<file path="src/rtl/pipe_stall_ctrl_pkg.sv">
// Shared types and constants for the pipeline stall/flush controller.
// Consumed by the controller and the flush/bubble datapaths.
package pipe_stall_ctrl_pkg;

  typedef enum logic [1:0] {
    RUN   = 2'd0,
    STALL = 2'd1,
    FLUSH = 2'd2,
    HALT  = 2'd3
  } stall_st_e;

  localparam int FLUSH_CYCLES_DEF = 2;

  // addi x0, x0, 0
  localparam logic [31:0] NOP_INSN = 32'h0000_0013;

endpackage

</file>
<file path="src/rtl/sat_counter.sv">
// Up-counter that sticks at MAX instead of wrapping.
// Synchronous clear has priority over increment.
module sat_counter
  import pipe_stall_ctrl_pkg::*;
#(
  parameter int           W   = 16,
  parameter logic [W-1:0] MAX = '1
) (
  input  logic         clk,
  input  logic         rst_n,
  input  logic         i_inc,
  input  logic         i_clr,
  output logic [W-1:0] o_cnt
);

  logic [W-1:0] r_cnt;

  always_ff @(posedge clk or negedge rst_n) begin
    if (!rst_n) begin
      r_cnt <= '0;
    end else if (i_clr) begin
      r_cnt <= '0;
    end else if (i_inc && (r_cnt != MAX)) begin
      r_cnt <= r_cnt + 1'b1;
    end
  end

  assign o_cnt = r_cnt;

endmodule

</file>
<file path="src/rtl/pipe_stall_ctrl.sv">
// Pipeline stall/flush/halt controller with perf counters
// and a consecutive-stall watchdog.
module pipe_stall_ctrl
  import pipe_stall_ctrl_pkg::*;
#(
  parameter int FLUSH_CYCLES = FLUSH_CYCLES_DEF,
  parameter int CNT_W        = 16,
  parameter int WDOG_LIMIT   = 64
) (
  input  logic             clk,
  input  logic             rst_n,
  input  logic             i_stall_req,
  input  logic             i_redirect,
  input  logic             i_mem_busy,
  input  logic             i_halt,
  output logic             o_pc_en,
  output logic             o_ifid_wr_en,
  output logic             o_ifid_flush,
  output logic             o_idex_bubble,
  output logic             o_pipe_freeze,
  output logic             o_halted,
  output logic             o_watchdog_err,
  output logic [CNT_W-1:0] o_stall_cnt,
  output logic [CNT_W-1:0] o_flush_cnt
);

  localparam int WD_W = $clog2(WDOG_LIMIT + 1);
  localparam logic [WD_W-1:0] WD_MAX = WD_W'(WDOG_LIMIT);
  localparam logic [3:0] FL_LOAD = 4'(FLUSH_CYCLES - 1);

  stall_st_e r_state;
  stall_st_e w_next;
  logic [3:0] r_flush_left;
  logic [3:0] w_flush_left_nx;
  logic r_halted;
  logic r_wdog_err;
  logic [WD_W-1:0] w_wdog;

  logic w_pc_en;
  logic w_ifid_wr_en;
  logic w_ifid_flush;
  logic w_idex_bubble;
  logic w_pipe_freeze;
  logic w_stall_inc;
  logic w_flush_inc;
  logic w_wdog_clr;

  always_ff @(posedge clk or negedge rst_n) begin
    if (!rst_n) begin
      r_state      <= RUN;
      r_flush_left <= '0;
      r_halted     <= 1'b0;
      r_wdog_err   <= 1'b0;
    end else begin
      r_state      <= w_next;
      r_flush_left <= w_flush_left_nx;
      r_halted     <= (w_next == HALT);
      if (w_stall_inc && (w_wdog >= WD_MAX - 1'b1))
        r_wdog_err <= 1'b1;
    end
  end

  always_comb begin
    w_next          = r_state;
    w_flush_left_nx = r_flush_left;
    w_pc_en         = 1'b1;
    w_ifid_wr_en    = 1'b1;
    w_ifid_flush    = 1'b0;
    w_idex_bubble   = 1'b0;
    w_pipe_freeze   = 1'b0;
    w_stall_inc     = 1'b0;
    w_flush_inc     = 1'b0;
    w_wdog_clr      = 1'b0;
    priority case (1'b1)
      (r_state == HALT): begin
        w_pc_en       = 1'b0;
        w_ifid_wr_en  = 1'b0;
        w_idex_bubble = 1'b1;
      end
      i_mem_busy: begin
        w_pc_en       = 1'b0;
        w_ifid_wr_en  = 1'b0;
        w_pipe_freeze = 1'b1;
      end
      i_redirect: begin
        w_ifid_flush  = 1'b1;
        w_idex_bubble = 1'b1;
        w_flush_inc   = 1'b1;
        w_wdog_clr    = 1'b1;
        if (FLUSH_CYCLES > 1) begin
          w_next          = FLUSH;
          w_flush_left_nx = FL_LOAD;
        end else begin
          w_next          = RUN;
          w_flush_left_nx = '0;
        end
      end
      (r_state == FLUSH): begin
        // stall_req is for an instruction being discarded
        w_idex_bubble   = 1'b1;
        w_wdog_clr      = 1'b1;
        w_flush_left_nx = r_flush_left - 1'b1;
        if (r_flush_left <= 4'd1) begin
          w_next          = RUN;
          w_flush_left_nx = '0;
        end
        if (i_halt)
          w_next = HALT;
      end
      i_stall_req: begin
        w_pc_en       = 1'b0;
        w_ifid_wr_en  = 1'b0;
        w_idex_bubble = 1'b1;
        w_next        = STALL;
        w_stall_inc   = 1'b1;
      end
      default: begin
        w_wdog_clr = 1'b1;
        w_next     = i_halt ? HALT : RUN;
      end
    endcase
  end

  sat_counter #(.W(CNT_W)) u_stall_cnt (
    .clk   (clk),
    .rst_n (rst_n),
    .i_inc (w_stall_inc),
    .i_clr (1'b0),
    .o_cnt (o_stall_cnt)
  );

  sat_counter #(.W(CNT_W)) u_flush_cnt (
    .clk   (clk),
    .rst_n (rst_n),
    .i_inc (w_flush_inc),
    .i_clr (1'b0),
    .o_cnt (o_flush_cnt)
  );

  sat_counter #(.W(WD_W), .MAX(WD_MAX)) u_wdog (
    .clk   (clk),
    .rst_n (rst_n),
    .i_inc (w_stall_inc),
    .i_clr (w_wdog_clr),
    .o_cnt (w_wdog)
  );

  assign o_pc_en        = rst_n & w_pc_en;
  assign o_ifid_wr_en   = rst_n & w_ifid_wr_en;
  assign o_ifid_flush   = ~rst_n | w_ifid_flush;
  assign o_idex_bubble  = ~rst_n | w_idex_bubble;
  assign o_pipe_freeze  = rst_n & w_pipe_freeze;
  assign o_halted       = r_halted;
  assign o_watchdog_err = r_wdog_err;

endmodule

</file>
<file path="config.mk">
export PLATFORM = sky130hd
export DESIGN_NAME = pipe_stall_ctrl
export DESIGN_NICKNAME = d
export VERILOG_FILES = /design/src/rtl/pipe_stall_ctrl_pkg.sv /design/src/rtl/sat_counter.sv /design/src/rtl/pipe_stall_ctrl.sv
export SDC_FILE = /design/constraint.sdc
export NUM_CORES = 1
export LEC_CHECK = 0
export CORE_MARGIN = 2
export CORE_UTILIZATION = 55
export DETAILED_ROUTE_END_ITERATION = 16
export GPL_ROUTABILITY_DRIVEN = 0
export MAX_ROUTING_LAYER = met4
export PLACE_DENSITY = 0.9
export RECOVER_POWER = 50
export SYNTH_ARGS = -nofsm -noshare
export SYNTH_HDL_FRONTEND = slang
export SYNTH_SLANG_ARGS = --single-unit
</file>
<file path="constraint.sdc">
create_clock -name clk -period 3.4 [get_ports clk]
set_clock_uncertainty 0.05 [all_clocks]
set_input_delay 0.68 -clock clk [delete_from_list [all_inputs] [get_ports clk]]
set_output_delay 0.68 -clock clk [all_outputs]
set_load 0.05 [all_outputs]
</file>
==> metrics list, run 1 <==
- The run finished with clean final reports.
- Register-to-register path setup slack: 1.19 ns
- The area growth from synthesis to layout is 25.3%.
- The synthesized netlist occupies a cell area of 0.00238 mm².
* Number of detailed-route iterations in the first pass: 4
- Maximum net fanout on the critical path: 7
- Number of violations of the max-capacitance limit: 0
* Critical-path cell with the highest stage delay: clkdlybuf4s50_1
- After the flow finishes, the layout carries non-filler instances totaling 342.
- Largest cells by area after synthesis: dfrtp_1 (49%), xor2_1 (5.5%), xnor2_1 (4.4%)
- Crit Reg-Reg Startpoint: u_flush_cnt.o_cnt[0]
- The total overflow left after global routing is 0.
- Power density over the cells: 598 mW/mm²
- 0 antenna diodes ended up in the layout.
* Post-Route M1 WL: 2.18 mm
- The critical path goes through clkdlybuf4s50_1 -> a21oi_1 -> a21boi_0 -> and2_1 -> buf_12.
- Die Width: 69.8 µm
- Pin count of the biggest net entering global routing: 42
- Global routing consumed, over all layers together, 22.0% of the routing resources.
- Clock tree from TritonCTS: yes
- Port buffering added 44 buffers.
* Post-CTS Resized: 0
* Inserted Clock Buffers: 5
- After synthesis, the netlist uses 39 different library cells.
- Yosys printed 0 warnings.
* Number of hold-repair buffers added at the cts stage: 0
* Via count of the routed design: 1968
* Filler Cells Inserted: 317
* Highest layer used for signal routing: met4
- CP Data Arrival Time: 2.31 ns
* Final max-slew violation count: 0
* Maximum vdd drop: 0.000633 V
- On the worst path, the slowest cell contributes a delay of 0.51 ns.
* Post-Syn Area per Cell: 9.84 µm²
* DP HPWL: 3.50 mm
- Tightest hold margin: 0.255 ns
- Final wirelength: 4.84 mm
- Starting utilization of the core area: 58.3%
- Max H-tree Level: 2
- Min Tclk post-route: 3.04 ns
- 45 I/O pins were placed.
- Transition at the pin with the smallest max-transition slack: 1.02 ns
- In the final routed layout, each cell accounts on average for 14.2 µm.
- Using the TritonRoute via totals, the vias-per-cell ratio works out to 5.75.
- Initial antenna violation count: 0
* Vias in the first global route: 1836
* Setup fix buffers added after clock tree synthesis: 0
- Kind of critical path: input port to primary output
- Nets@finish: 304
* Rel. slew slack: 31.7%
- Synthesized instance count: 242
- Share of cells above drive strength 1: 7.19%
- #FFs+latches synth: 47
- Max clock buf depth: 2
* Placeable core area: 0.00409 mm²
- Leakage power: 1.31 nW
* Worst EP required: 2.67 ns
- The number of hold violations in the final report is 0.
- Wire length of the first global-routing pass: 8.18 mm
* Number of instances in the placed design: 335
- Of all cell types, the one taking the most synthesized area is dfrtp_1.
* Register-to-Register Path Depth: 5
- After synthesis, the largest area contributor takes up 49.4% of total cell area.
- The count of nets left with antenna violations once routing finished came out at 0.
- The tree is rooted in a clkbuf_8.
- Met3 routed WL: 327 µm
- Clock-pin slew on the worst setup and hold paths: 0.08 ns
- Worst hold-check path type: input port to async pin
- The die covers 0.00487 mm².
- Unrepaired setup endpoints after global routing: no
- Net count after synthesis: 254
- # rows: 23
- In this run the number of cells on the critical path is 5.
* Clock latency on the worst-skew pair: 0.31 ns
- Clock tree synthesis found a total of 47 sinks.
- For the final routed database, the setup TNS stands at 0 ns.
- Of the synthesized area, sequential elements account for 49.4%.
- The worst setup path is launched from an input port.
- In this run the cell area measured after placement is 0.00292 mm².
- Total power for the finished layout comes to 1.78 mW.
- In this run the critical register-to-register path is captured at u_flush_cnt.o_cnt[1].
- Final instance area: 0.00298 mm²
* Number of design rule violations left after detail routing: 0
- After layout, the worst path uses 89.4% of the clock period.
- Type of destination of the critical path: primary output
* Met2 routed WL: 2.22 mm
- In this design, the largest share of critical-path delay is due to buffers and inverters.
- Critical path buffer and inverter count: 2
* # setup viols final: 0
- Peak clock frequency supported by timing: 0.329 GHz
- In this run, the number of DRC markers left after iteration 0 of detailed routing was 97.
- In this run the vertical extent of the chip is 69.8 µm.
[state kept, by name, summed over array words and instances (netlist names)]
name               flops
o_halted               1
u_flush_cnt.o_cnt     16
r_state                2
r_flush_left           4
u_wdog.o_cnt           7
u_stall_cnt.o_cnt     16
o_watchdog_err         1
[logic make-up after synthesis]
logic type	share of synthesized area, %
fa+ha+maj	3.15
xor+xnor	9.93
flops	49.4
simple gates	22.8
mux	1.84
buf+inv	3.47
compound gates	9.45
[metal layers]
| layer | track usage, % | up-vias |
|---|---|---|
| met5 | - | - |
| met4 | 9.40 | 0 |
| met3 | 7.56 | 11 |
| met2 | 34.3 | 69 |
| met1 | 26.1 | 947 |
| li1 | - | 941 |
[synth_stat cells (all sizes together)]
cell / n
or4: 1
a211oi: 1
nand3: 16
dfrtp: 47
xnor2: 12
or3: 1
xor2: 15
and2: 3
mux2i: 1
or2: 2
a21oi: 9
a41oi: 1
mux2: 3
o31ai: 3
a31oi: 1
o21a: 2
nor2: 23
nor3: 12
o311ai: 1
nand4: 9
nand2: 20
nand2b: 3
nand4b: 1
a21boi: 2
o22ai: 1
nor4: 6
nor4b: 1
ha: 6
buf: 5
inv: 14
o21ai: 13
nor2b: 3
and4: 4
[stage by stage]
step                utilization [%]  setup slack, ns
floorplan                         -            0.554
global placement               71.4            0.499
detailed placement             71.4            0.451
CTS                            73.5            0.450
global route                   73.0            0.250
finish                         73.0            0.360
[worst max-delay path by stage]
stage                from            to
6_report       i_mem_busy       o_pc_en
2_1_floorplan  i_redirect       o_pc_en
3_5_place_dp   i_mem_busy       o_pc_en
4_1_cts        i_mem_busy       o_pc_en
5_1_grt        i_mem_busy  o_ifid_wr_en
3_3_place_gp   i_mem_busy       o_pc_en
[power by group]
group	internal, mW	total (mW)	switching, mW
Sequential	0.650	0.764	0.114
Combinational	0.247	0.679	0.432
Clock	0.160	0.342	0.182
Total	1.06	1.78	0.729
[area by class of cell]
class | count | area (µm²) | area share [%]
timing repair buffer | 48 | 492 | 16.5
multi-input combinational | 176 | 1110 | 37.3
inverter | 14 | 52.6 | 1.76
tap | 50 | 62.6 | 2.10
clock inverter | 1 | 5.00 | 0.168
clock buffer | 6 | 82.6 | 2.77
sequential | 47 | 1180 | 39.4
[cells in the final DEF, fill, tap and decap left out, types with 9 or more instances in the layout]
cell / instances
dfrtp_1: 47
nor2_1: 23
clkdlybuf4s50_1: 35
xor2_1: 15
nand4_1: 9
xnor2_1: 12
nand2_1: 20
a21oi_1: 9
nand3_1: 16
inv_1: 14
nor3_1: 12
o21ai_0: 12
Power figures use the tool's default switching activity.
==> run 2: changes to the inputs <==
--- a/config.mk
+++ b/config.mk
@@ -6,11 +6,11 @@
 export NUM_CORES = 1
 export LEC_CHECK = 0
 export CORE_MARGIN = 2
-export CORE_UTILIZATION = 55
+export CORE_UTILIZATION = 56
 export DETAILED_ROUTE_END_ITERATION = 16
 export GPL_ROUTABILITY_DRIVEN = 0
 export MAX_ROUTING_LAYER = met4
-export PLACE_DENSITY = 0.9
+export PLACE_DENSITY = 0.91
 export RECOVER_POWER = 50
 export SYNTH_ARGS = -nofsm -noshare
 export SYNTH_HDL_FRONTEND = slang
==> run 2 against run 1 <==
Compared with the run above:
- the run now ends with capacitance limit, slew limit left
- cell count grew 0.29%
- power is 1.4% lower
- combinational power decreased by 1%
- flip-flop and latch count did not move
- utilization down 0.31 points
- setup slack improved by 0.054 ns
- die area fell by 1.7%
==> metrics list, run 2 (synthesized netlist as in run 1, its figures left out) <==
- Final cell count without fillers: 343
- In this run the core area contains 23 standard-cell rows.
- Count of nets left with antenna violations after detail routing: 0
* Part of the power in the clock network: 18.2%
- Input and output buffers added on the ports amount to 44.
* Reported net switching power: 0.727 mW
- Run status: complete, but fails checks
- Counting along the longest clock path gives a buffer depth of 2.
- Average wire per cell in the routed design: 14.1 µm
* Clock tree from TritonCTS: yes
- Placeable core area: 0.00406 mm²
- Transition at the pin with the smallest max-transition slack: 1.69 ns
* Unrepaired setup endpoints after global routing: no
* Number of DRC markers after the initial detailed-route iteration: 118
- The number of global-route vias before repair came to 1872.
- DP HPWL: 3.64 mm
* Number of instances in the placed design: 335
- For this run, design rule violations remaining after detail routing come to 0.
- Die outline height: 69.2 µm
- For the worst setup path, the data required time is 3.53 ns.
* Final wirelength: 4.85 mm
* Max H-tree Level: 2
- The number of antenna diodes in the final layout is 0.
- The worst setup path is launched from a register.
* Final max-slew violation count: 48
- For this design the ratio of total power to cell area is 597 mW/mm².
- Pin count of the biggest net entering global routing: 33
* Layout Area Growth over Synthesis: 23.8%
- Clock latency on the worst-skew pair: 0.30 ns
- Starting utilization of the core area: 58.7%
- Wire length of the first global-routing pass: 8.38 mm
- After detailed routing, the number of vias per cell comes to 5.64.
* Number of hold-repair buffers added at the cts stage: 0
- Portion of the clock cycle consumed by the worst path in the final layout: 87.8%
- Internal: 1.03 mW
* Met3 Usage GRT: 5.09%
* Worst hold-check path type: register to register
* Rel. slew slack: -12.9%
- The initial antenna violation count is 0.
* Maximum net fanout on the critical path: 14
* Top-level port count: 45
* Nets@finish: 304
* Type of destination of the critical path: register
- Root buffer cell: clkbuf_8
* Number of violations of the max-capacitance limit: 2
- Die Width: 69.2 µm
- Maximum vdd drop: 0.000550 V
- Global routing used 35.6% of the available met2 tracks.
- Min Tclk post-route: 2.99 ns
- Summed over all failing endpoints, the final setup total negative slack is 0 ns.
* Share of cells above drive strength 1: 6.48%
- After global routing the overflow that remains totals 0.
- Switching power share of the total: 41.3%
- Critical-path cell with the highest stage delay: o311ai_1
- Setup violations remaining at the end of the flow were counted as 0.
- In this run, post-CTS repair resized a total of 0 instances.
* Most common library cell in the layout ignoring fill and taps: dfrtp_1
- Die area: 0.00479 mm²
- The worst setup path is of the register to register kind.
- Summing over every cut layer, the via total after detailed routing is 1934.
* CTS Sinks: 47
* Peak clock frequency supported by timing: 0.335 GHz
* Inserted Clock Buffers: 5
- Commonest cells after routing, fill and taps aside: dfrtp_1 (47), clkdlybuf4s50_1 (34), nor2_1 (23), nand2_1 (20), nand3_1 (16)
- Number of detailed-route iterations in the first pass: 5
- Fraction of power consumed by sequential logic: 43.7%
- After global routing, the most crowded layer is met2.
- Clock-pin slew on the worst setup and hold paths: 0.08 ns
- The number of hold violations in the final report was 0.
* Leakage power: 1.30 nW
- Walking the worst path, the cells encountered are ha_1 -> nand3_1 -> or2_0 -> o311ai_1 -> mux2_2.
* Total power: 1.76 mW
* CP Data Arrival Time: 3.11 ns
- Across every metal layer, demand over resource in global routing totals 22.1%.
- Setup fix buffers added after clock tree synthesis: 0
* Failing checks: capacitance limit, slew limit
* Gate power share: 38.2%
* M1 GR Usage: 28.3%
- Delay of the slowest critical-path stage: 1.33 ns
==> run 2: cell types whose count changed in the layout (fill, tap and decap cells not counted), sizes merged <==
cell	change
clkdlybuf4s50	-1
clkbuf	+1
dlygate4sd3	+1
==> run 2: final cells by class <==
cell class              instances  area [µm²]
fillers                       310        1110
clock inverters                 1        5.00
clock buffers                   7        76.3
well taps                      50        62.6
inverters                      14        52.6
repair buffers                 48         478
multi-input cells             176        1100
flip-flops and latches         47        1180
==> run 2: routing by layer <==
layer  routed length, µm  vias up
met2                2300       57
met5                   0        -
met4                  53        0
met3                 258        6
met1                2240      929
li1                    -      942
==> run 2: through the flow <==
stage / hold WS [ns] / util [%] / setup slack [ns] / instance area [µm²]
floorplan: 0.334 / - / 0.554 / 2380
global placement: 0.400 / 71.6 / 0.475 / 2910
detailed placement: 0.412 / 71.6 / 0.442 / 2910
CTS: 0.258 / 73.6 / 0.429 / 2990
global route: 0.455 / 72.7 / 0.159 / 2950
finish: 0.425 / 72.7 / 0.415 / 2950
==> run 2: final timing paths <==
path	from	to	slack [ns]	cells after the start
min reg2reg	o_watchdog_err	o_watchdog_err	0.43	1
max	u_flush_cnt.o_cnt[0]	u_flush_cnt.o_cnt[1]	0.41	5
min in group asynchronous	rst_n	o_watchdog_err	0.45	1
min	o_watchdog_err	o_watchdog_err	0.43	1
max reg2reg	u_flush_cnt.o_cnt[0]	u_flush_cnt.o_cnt[1]	0.41	5
max in group asynchronous	rst_n	u_wdog.o_cnt[4]	0.77	2
==> run 2: power by group through the flow <==
stage | logic, mW | clock network [mW] | registers (mW)
final | 0.672 | 0.320 | 0.769
after global routing | 0.722 | 0.356 | 0.788
after floorplan | 0.268 | 0 | 0.953
after global placement | 0.661 | 0 | 0.773
after CTS | 0.687 | 0.327 | 0.769
after detailed placement | 0.684 | 0 | 0.778
==> run 2: worst max-delay path, delay by kind of cell, from the launching register on <==
kind            cells  cell delay [ns]
compound gates      1             1.33
flops               1             0.44
mux                 1             0.43
simple gates        2             0.42
fa+ha+maj           1             0.20
